[src/rtl/stream_frame_gen.sv]
// Frame traffic source: emits one keep-qualified, multi-lane frame of len_i lanes
// per start command, lane data counting up from seed_i, with full ready backpressure.

module stream_frame_lane #(
    parameter int T_DATA_WIDTH = 4,
    parameter int CW           = 11,
    parameter int LANE         = 0
) (
    input  logic                    active_i,
    input  logic [T_DATA_WIDTH-1:0] base_i,
    input  logic [CW-1:0]           lanes_left_i,
    output logic                    keep_o,
    output logic [T_DATA_WIDTH-1:0] data_o
);
    assign keep_o = active_i && (lanes_left_i > CW'(LANE));
    assign data_o = keep_o ? base_i + T_DATA_WIDTH'(LANE) : '0;
endmodule

module stream_frame_gen #(
    parameter int KEEP_WIDTH   = 3,
    parameter int T_DATA_WIDTH = 4,
    parameter int LEN_WIDTH    = 8
) (
    input  logic                    clk,
    input  logic                    rst_n,
    input  logic                    start_i,
    input  logic [LEN_WIDTH-1:0]    len_i,
    input  logic [T_DATA_WIDTH-1:0] seed_i,
    output logic                    busy_o,
    output logic                    done_o,
    output logic                    m_valid_o,
    input  logic                    m_ready_i,
    output logic                    m_last_o,
    output logic [KEEP_WIDTH-1:0]   m_keep_o,
    output logic [T_DATA_WIDTH-1:0] m_data_o [KEEP_WIDTH]
);
    // Wide enough to hold beat*KEEP_WIDTH for the largest frame without overflow.
    localparam int CW = LEN_WIDTH + $clog2(KEEP_WIDTH) + 1;

    typedef enum logic [1:0] {IDLE, SEND, DONE} state_t;

    state_t                  state_q, state_d;
    logic [LEN_WIDTH-1:0]    len_q;
    logic [LEN_WIDTH-1:0]    beat_q;
    logic [T_DATA_WIDTH-1:0] seed_q;

    logic                    accept;
    logic                    sending;
    logic                    hs;
    logic                    last_beat;
    logic [CW-1:0]           lanes_done;
    logic [CW-1:0]           lanes_left;
    logic [T_DATA_WIDTH-1:0] base;

    assign sending    = (state_q == SEND);
    assign accept     = (state_q == IDLE) && start_i && (len_i != '0);
    assign hs         = sending && m_ready_i;
    assign lanes_done = CW'(beat_q) * CW'(KEEP_WIDTH);
    assign lanes_left = CW'(len_q) - lanes_done;
    assign last_beat  = (lanes_left <= CW'(KEEP_WIDTH));
    assign base       = seed_q + T_DATA_WIDTH'(lanes_done);

    always_comb begin
        state_d   = state_q;
        busy_o    = 1'b0;
        done_o    = 1'b0;
        m_valid_o = 1'b0;
        m_last_o  = 1'b0;
        case (state_q)
            IDLE: if (accept) state_d = SEND;
            SEND: begin
                busy_o    = 1'b1;
                m_valid_o = 1'b1;
                m_last_o  = last_beat;
                if (hs && last_beat) state_d = DONE;
            end
            DONE: begin
                done_o  = 1'b1;
                state_d = IDLE;
            end
            default: state_d = IDLE;
        endcase
    end

    always_ff @(posedge clk or negedge rst_n) begin
        if (!rst_n) begin
            state_q <= IDLE;
            len_q   <= '0;
            beat_q  <= '0;
            seed_q  <= '0;
        end else begin
            state_q <= state_d;
            if (accept) begin
                len_q  <= len_i;
                seed_q <= seed_i;
                beat_q <= '0;
            end else if (hs) begin
                beat_q <= last_beat ? '0 : beat_q + LEN_WIDTH'(1);
            end
        end
    end

    // Per-lane keep/data; lanes past the frame end are masked and driven to 0.
    for (genvar i = 0; i < KEEP_WIDTH; i++) begin : g_lane
        stream_frame_lane #(
            .T_DATA_WIDTH(T_DATA_WIDTH),
            .CW          (CW),
            .LANE        (i)
        ) u_lane (
            .active_i    (sending),
            .base_i      (base),
            .lanes_left_i(lanes_left),
            .keep_o      (m_keep_o[i]),
            .data_o      (m_data_o[i])
        );
    end
endmodule
[config.mk]
export PLATFORM = sky130hd
export DESIGN_NAME = stream_frame_gen
export DESIGN_NICKNAME = d
export VERILOG_FILES = /design/src/rtl/stream_frame_gen.sv
export SDC_FILE = /design/constraint.sdc
export NUM_CORES = 1
export LEC_CHECK = 0
export CORE_UTILIZATION = 40
export DETAILED_ROUTE_END_ITERATION = 10
export GPL_TIMING_DRIVEN = 0
export PLACE_DENSITY_LB_ADDON = 0.08
export RECOVER_POWER = 25
export SYNTH_ARGS = -nofsm -noshare
export SYNTH_HDL_FRONTEND = slang
export SYNTH_HIERARCHICAL = 1
export SYNTH_SLANG_ARGS = --single-unit
export TNS_END_PERCENT = 10
[constraint.sdc]
create_clock -name clk -period 5.9 [get_ports clk]
set_input_delay 0.885 -clock clk [delete_from_list [all_inputs] [get_ports clk]]
set_output_delay 0.885 -clock clk [all_outputs]
set_load 0.05 [all_outputs]
==> key figures <==
Run status
  – Status: finished clean

Global routing
  – Maximum number of pins on one net before global-route repair: 23
  – GRT overflow: 0
  – Wire length of the first global-routing pass: about 7700 um
  – Number of global-route vias before repair: 1638
  – Overall global routing resource usage: 18.2%
  – Initial antenna violation count: 0

Placed design
  – Detailed placement HPWL: between 3000 and 4000 um
  – Gp weighted congestion: about 0.78
  – Instance area after placement: 2560 um^2
  – Placed insts: 326
  – Count of port buffers added during placement: 34

Logic synthesis
  – Syn nets: 263
  – Leading cell types by count after synthesis: sky130_fd_sc_hd__dfrtp_1 (22), sky130_fd_sc_hd__ha_1 (22), sky130_fd_sc_hd__inv_1 (16)
  – Number of synthesized register bits: 22
  – Number of enable flip-flop cells after synthesis: 0
  – Sequential area share after synthesis: 25.9%
  – Avg Cell Area, Syn: 9.59 um^2
  – Cell count after synthesis: between 200 and 250
  – Synth warn: 6
  – Fraction of registers with async set/reset: 100%
  – Number of distinct standard cells referenced by the synthesized netlist: between 50 and 60
  – Largest area contributor in the synthesized netlist: sky130_fd_sc_hd__dfrtp_1
  – Area share of the largest cell type after synthesis: 25.9%
  – Main area contributors after synthesis: sky130_fd_sc_hd__dfrtp_1 (26%), sky130_fd_sc_hd__ha_1 (13%), sky130_fd_sc_hd__xnor2_1 (6.2%)
  – Post-synth top flop: sky130_fd_sc_hd__dfrtp_1
  – Synth Cell Area: 2130 um^2

Drt
  – Post-DRT Antenna Nets: 0
  – Vias after detailed routing: around 1700
  – Length of the first detailed-routing pass in iterations: 4
  – Count of routing violations after the opening detailed-route iteration: 41
  – Drt wl/cell: ~14 um
  – Via count normalized by instance count: about 5.3
  – Drc violations: 0
  – Total wire length: 4780 um

Timing
  – Number of pins with negative max-slew slack in the final report: 0
  – Worst-Margin Slew: approximately 1.0 ns
  – Post-route minimum period: 5.78 ns
  – Worst slew margin: 30.3%
  – Setup violations, final: 0
  – Achievable clock frequency: 173 MHz
  – Share of the cycle needed by the critical path after routing: 98.0%
  – Total negative slack: 0 ns
  – Number of hold-slack violations in the final timing report: 0
  – Setup repair after global routing missed its margin: true
  – Clock Skews: 0.00594 ns

Layout
  – Count of inserted antenna diode cells: 0
  – Post-route cell area: 2640 um^2
  – Non-filler cells, final: 330
  – Signed area change from the synthesized netlist to the final layout: 23.8%
  – Ratio of cells with drive above 1 in the final layout: 13.1%
  – Final net count: 302

Clock tree
  – Total number of clock tree sinks: 22
  – Post-CTS Setup Inserts: 0
  – Number of buffers created by CTS: 3
  – Hold-fix buffers at CTS: 0
  – Root buffer cell: sky130_fd_sc_hd__clkbuf_8
  – Bufs on Longest Clock Path: 2
  – Clock tree from TritonCTS: done
  – Clock insertion delay at the later pin of the skew report: 0.27 ns
  – H-tree levels: 1
  – Clock-pin slew of the registers on the worst-case setup and hold paths: 0.09 ns

Critical path
  – Type of element launching the critical path: flip-flop
  – Arrival time of data at the critical path endpoint: between 4 and 5 ns
  – Kind of end point of the critical path: output pin
  – Critical Setup Path Class: flip-flop to output pin
  – Required time of the critical path: 5.02 ns
  – Biggest fanout along the worst timing path: 7

Die
  – Number of primary I/O pins: 35
  – Die H: 75.0 um
  – Initial standard-cell utilization of the core: 41.7%
  – Number of standard-cell rows in the floorplan: 26
  – Die footprint: 5620 um^2
  – Die outline width: around 75 um
  – Placeable core region: 5110 um^2

Min path
  – Worst hold path type: flip-flop to flip-flop

Flow run
  – Max-cap viol count: 0
[critical path: stages (launching register included)]
cell and delay (ns):
sky130_fd_sc_hd__dfrtp_1 0.52, sky130_fd_sc_hd__ha_1 0.30, sky130_fd_sc_hd__inv_1 0.11, sky130_fd_sc_hd__fa_1 0.41
sky130_fd_sc_hd__nor2b_1 0.18, sky130_fd_sc_hd__o21ai_0 0.12, sky130_fd_sc_hd__a21o_1 0.19, sky130_fd_sc_hd__ha_1 0.37
sky130_fd_sc_hd__and4_2 0.29, sky130_fd_sc_hd__a21oi_4 0.19, sky130_fd_sc_hd__and2b_2 0.23, sky130_fd_sc_hd__o21bai_1 0.15
sky130_fd_sc_hd__xor2_1 0.32, sky130_fd_sc_hd__nor4_2 0.08, sky130_fd_sc_hd__nand3_1 0.17, sky130_fd_sc_hd__and3_1 0.18
sky130_fd_sc_hd__clkdlybuf4s50_1 0.81
[layout by cell type, fill, tap and decap left out, types with 2 or more instances in the layout]
cell                              synthesis  layout
sky130_fd_sc_hd__o211ai_1                 3       3
sky130_fd_sc_hd__nor3_1                   3       3
sky130_fd_sc_hd__fa_1                     3       3
sky130_fd_sc_hd__nand2b_1                 4       4
sky130_fd_sc_hd__nor4_1                   2       2
sky130_fd_sc_hd__and2b_2                  2       2
sky130_fd_sc_hd__dfrtp_1                 22      22
sky130_fd_sc_hd__mux2_2                  10      10
sky130_fd_sc_hd__a211oi_1                 2       2
sky130_fd_sc_hd__nor2_1                  11      11
sky130_fd_sc_hd__a31oi_1                  6       6
sky130_fd_sc_hd__ha_1                    22      22
sky130_fd_sc_hd__a22o_1                   4       4
sky130_fd_sc_hd__dlymetal6s2s_1           0       3
sky130_fd_sc_hd__o21ai_0                  5       5
sky130_fd_sc_hd__clkdlybuf4s50_1          0      30
sky130_fd_sc_hd__and2_1                   3       3
sky130_fd_sc_hd__a21oi_1                  8       8
sky130_fd_sc_hd__o21a_1                   3       3
sky130_fd_sc_hd__nand3_1                  7       7
sky130_fd_sc_hd__nand2_1                 13      13
sky130_fd_sc_hd__nor2b_1                  4       4
sky130_fd_sc_hd__a21o_1                   6       6
sky130_fd_sc_hd__a2111oi_0                2       2
sky130_fd_sc_hd__inv_1                   16      16
sky130_fd_sc_hd__and3_1                   4       4
sky130_fd_sc_hd__xnor2_1                 15      15
sky130_fd_sc_hd__xor2_1                   8       8
sky130_fd_sc_hd__a31o_2                   2       2
sky130_fd_sc_hd__nor4_2                   6       6
sky130_fd_sc_hd__clkbuf_8                 0       3
[path summary, 6_finish.rpt]
check | cells after the start | end | start | slack, ns
hold / removal | 1 | len_q[5]$_DFFE_PN0P_ | len_q[5]$_DFFE_PN0P_ | 0.52
setup reg to reg | 13 | beat_q[2]$_DFFE_PN0P_ | beat_q[0]$_DFFE_PN0P_ | 1.89
hold reg to reg | 1 | len_q[5]$_DFFE_PN0P_ | len_q[5]$_DFFE_PN0P_ | 0.52
min in group asynchronous | 1 | beat_q[3]$_DFFE_PN0P_ | rst_n | 1.24
max in group asynchronous | 1 | len_q[2]$_DFFE_PN0P_ | rst_n | 4.03
setup / recovery | 16 | m_data_o[0] | beat_q[0]$_DFFE_PN0P_ | 0.12
[sequential cells by signal, indices dropped and copies added, names as in the netlist]
name     flops
state_q      2
beat_q       8
seed_q       4
len_q        8
[timing repair]
action | 4_1_cts | 5_1_grt
resized for setup | 0 | 3
endpoints found under the setup margin | 0 | 15
endpoints found under the hold margin | 0 | 0
[metrics by stage]
| stage | hold WS, ns | util [%] | setup slack, ns |
|---|---|---|---|
| final | 0.522 | 51.6 | 0.118 |
| after global routing | 0.545 | 51.6 | -0.241 |
| after CTS | 0.528 | 51.5 | 0.0333 |
| after detailed placement | 0.506 | 50.1 | 0.392 |
| after global placement | 0.498 | 50.1 | 0.392 |
| after floorplan | 0.485 | - | 1.03 |
[cell type report]
| class | instances | area [um^2] |
|---|---|---|
| Clock inverter | 1 | 30.0 |
| Timing Repair Buffer | 34 | 348 |
| Fill cell | 487 | 2470 |
| Multi-Input combinational cell | 181 | 1500 |
| Buffer | 3 | 22.5 |
| Sequential cell | 22 | 551 |
| Clock buffer | 3 | 41.3 |
| Tap cell | 70 | 87.6 |
| Inverter | 16 | 60.1 |
[per-layer routing]
layer | part of all wire (%) | vias to the layer above | track usage [%] | wire, um
met3 | 2.2 | 4 | 1.61 | 107
met5 | 0 | - | 0 | 0
li1 | - | 891 | - | -
met4 | 0.71 | 0 | 4.40 | 34
met1 | 50 | 828 | 24.4 | 2370
met2 | 47 | 24 | 31.6 | 2270
[cell families (layout without fill, tap and decap cells)]
logic type                 count (synthesis)  after routing  synth area share [%]
and+or+nand+nor                           69             69                  20.9
AOI/OAI and AO/OA                         53             53                  18.4
adders and majority gates                 25             25                  15.7
xor gates and xnor gates                  23             23                  9.46
DFF                                       22             22                  25.9
buffers and inverters                     19             57                  3.88
muxes                                     11             11                  5.76
Power is not shown: default switching activity piles up to over one toggle a cycle in this logic, so the estimate is an artifact.
==> RTL edit: new RTL, same settings <==
`T_DATA_WIDTH` is set to 4 in 2 places; all go to 5.
--- a/src/rtl/stream_frame_gen.sv
+++ b/src/rtl/stream_frame_gen.sv
@@ -2,7 +2,7 @@
 // per start command, lane data counting up from seed_i, with full ready backpressure.
 
 module stream_frame_lane #(
-    parameter int T_DATA_WIDTH = 4,
+    parameter int T_DATA_WIDTH = 5,
     parameter int CW           = 11,
     parameter int LANE         = 0
 ) (
@@ -18,7 +18,7 @@
 
 module stream_frame_gen #(
     parameter int KEEP_WIDTH   = 3,
-    parameter int T_DATA_WIDTH = 4,
+    parameter int T_DATA_WIDTH = 5,
     parameter int LEN_WIDTH    = 8
 ) (
     input  logic                    clk,
Interface: changed (resized m_data_o and seed_i); port bits go from 35 to 39. The function was not compared with the original's and may differ.
==> RTL edit against the unedited design <==
Synthesized cell count rose by 20%. Sequential cell count rose by 1. Highest routed layer unchanged. Wire length rose by 22%. Final area rose by 10%. Area after synthesis rose by 12%. Setup slack improved by 240 ps. Sequential share of layout area fell by 1.1 points.
Power is left out: the tool's default activity adds up to more than one toggle a clock period on the data nets, which glitch-free logic cannot reach.
==> RTL edit: results (changes against the unedited design) <==
* First-pass GRT wire length at 9640 um (was 7670 um)
* CTS root buffer: clkbuf_8 (unchanged)
* Post-Place Cells at 377 (was 326)
* DR iter-0 viols at 69 (was 41)
* Critical R2R Capture: beat_q[5] (was beat_q[2])
* Avg WL per Cell at 15.3 um (was 14.5 um)
* Vias in the first global route at 1977 (was 1638)
* Fillers at 530 (was 487)
* Arr. time, crit path at 4660 ps (was 4900 ps)
* Syn nets at 310 (was 263)
* Routed WL at 5830 um (was 4780 um)
* CP max FO at 8 (was 7)
* Largest stage delay on the critical path at 540 ps (was 810 ps)
* Nets at 353 (was 302)
* DR vias/cell at 5.33 (was 5.29)
* Cells after Synth at 267 (was 222)
* Router iterations before antenna repair at 4 (unchanged)
* Sequential fraction of the synthesis area at 0.241 (was 0.259)
* Layout cell share with drive strength beyond 1 at 0.149 (was 0.131)
* Commonest cells in the synthesized netlist: inv_1, dfrtp_1, ha_1, nand2_1, nor2_1 (was dfrtp_1, ha_1, inv_1, xnor2_1, nand2_1)
* Status: complete, no violations (unchanged)
* GRT Util Overall at 0.197 (was 0.182)
* Top cells by area, synth: dfrtp_1, ha_1, xnor2_1, inv_1, mux2_1 (was dfrtp_1, ha_1, xnor2_1, mux2_2, nor4_2)
* CP max-delay cell: dfrtp_1 (was clkdlybuf4s50_1)
* Hold Vio Cnt, Final at 0 (unchanged)
* Family with the most delay on the worst path: compound AO/OA/AOI/OAI gates (was simple AND/OR/NAND/NOR gates)
* Detail Placement HPWL at 4650 um (was 3820 um)
* Worst r2r path cells at 17 (was 13)
* Hold Path End: len_q[0] (was len_q[5])
* Yosys warnings at 6 (unchanged)
* HP Start: len_q[0] (was len_q[5])
* Worst Setup EP: m_keep_o[2] (was m_data_o[0])
* Count of cell types in the netlist at 62 (was 54)
* Gpl congestion at 0.808 (was 0.775)
* Largest net degree at the start of global routing at 24 (was 23)
* Port Buffers at 38 (was 34)
* Slew margin rel. at 0.247 (was 0.303)
* Top Registers: beat_q (8), len_q (8), seed_q (5) (was beat_q (8), len_q (8), seed_q (4))
* Clk_skew at 3.84 ps (was 5.94 ps)
* Global route total overflow at 0 (unchanged)
-- RTL edit: cell count changes in the layout (fill, tap and decap cells not counted), sizes merged, moves of 5 or more --
cell / change
inv: +8
dlymetal6s2s: +9
nand2: +8
clkbuf: +7
o21ai: +9
or2: +5
clkdlybuf4s50: -12
-- RTL edit: what timing repair did --
action	in CTS	in global routing
gates resized for setup	8	26
buffers inserted	0	0
endpoints found under the setup margin	13	19
-- RTL edit: layout make-up --
type / count / area, um2 / share of cell area
buffer: 4 / 21.3 / 0.00731
clock buffer: 3 / 41.3 / 0.0142
clock inverter: 1 / 5.00 / 0.00172
inverter: 24 / 90.1 / 0.0310
multi-input combinational: 216 / 1710 / 0.588
sequential: 23 / 576 / 0.198
tap: 72 / 90.1 / 0.0310
timing repair buffer: 38 / 375 / 0.129
-- RTL edit: kinds of logic after synthesis --
logic type,count (synthesis),share of synthesized area
buffers and inverters,28,0.0465
AOI/OAI and AO/OA,67,0.204
xor gates and xnor gates,23,0.0842
muxes,13,0.0612
adders and majority gates,26,0.145
and+or+nand+nor,87,0.218
DFF,23,0.241
-- RTL edit: metal layers --
layer,global-route usage,part of all wire
met4,0.0491,0.012
met1,0.264,0.49
met5,0,0
met2,0.340,0.47
met3,0.0172,0.024
-- RTL edit: per-stage QoR --
| stage | hold WS, ps | utilization | setup WS [ps] | area (um2) |
|---|---|---|---|---|
| after floorplan | 464 | - | 1100 | 2390 |
| after detailed placement | 483 | 0.507 | 253 | 2860 |
| after global placement | 476 | 0.507 | 284 | 2860 |
| after global routing | 529 | 0.516 | 50.7 | 2910 |
| after CTS | 505 | 0.515 | 14.4 | 2910 |
| final | 498 | 0.516 | 358 | 2910 |
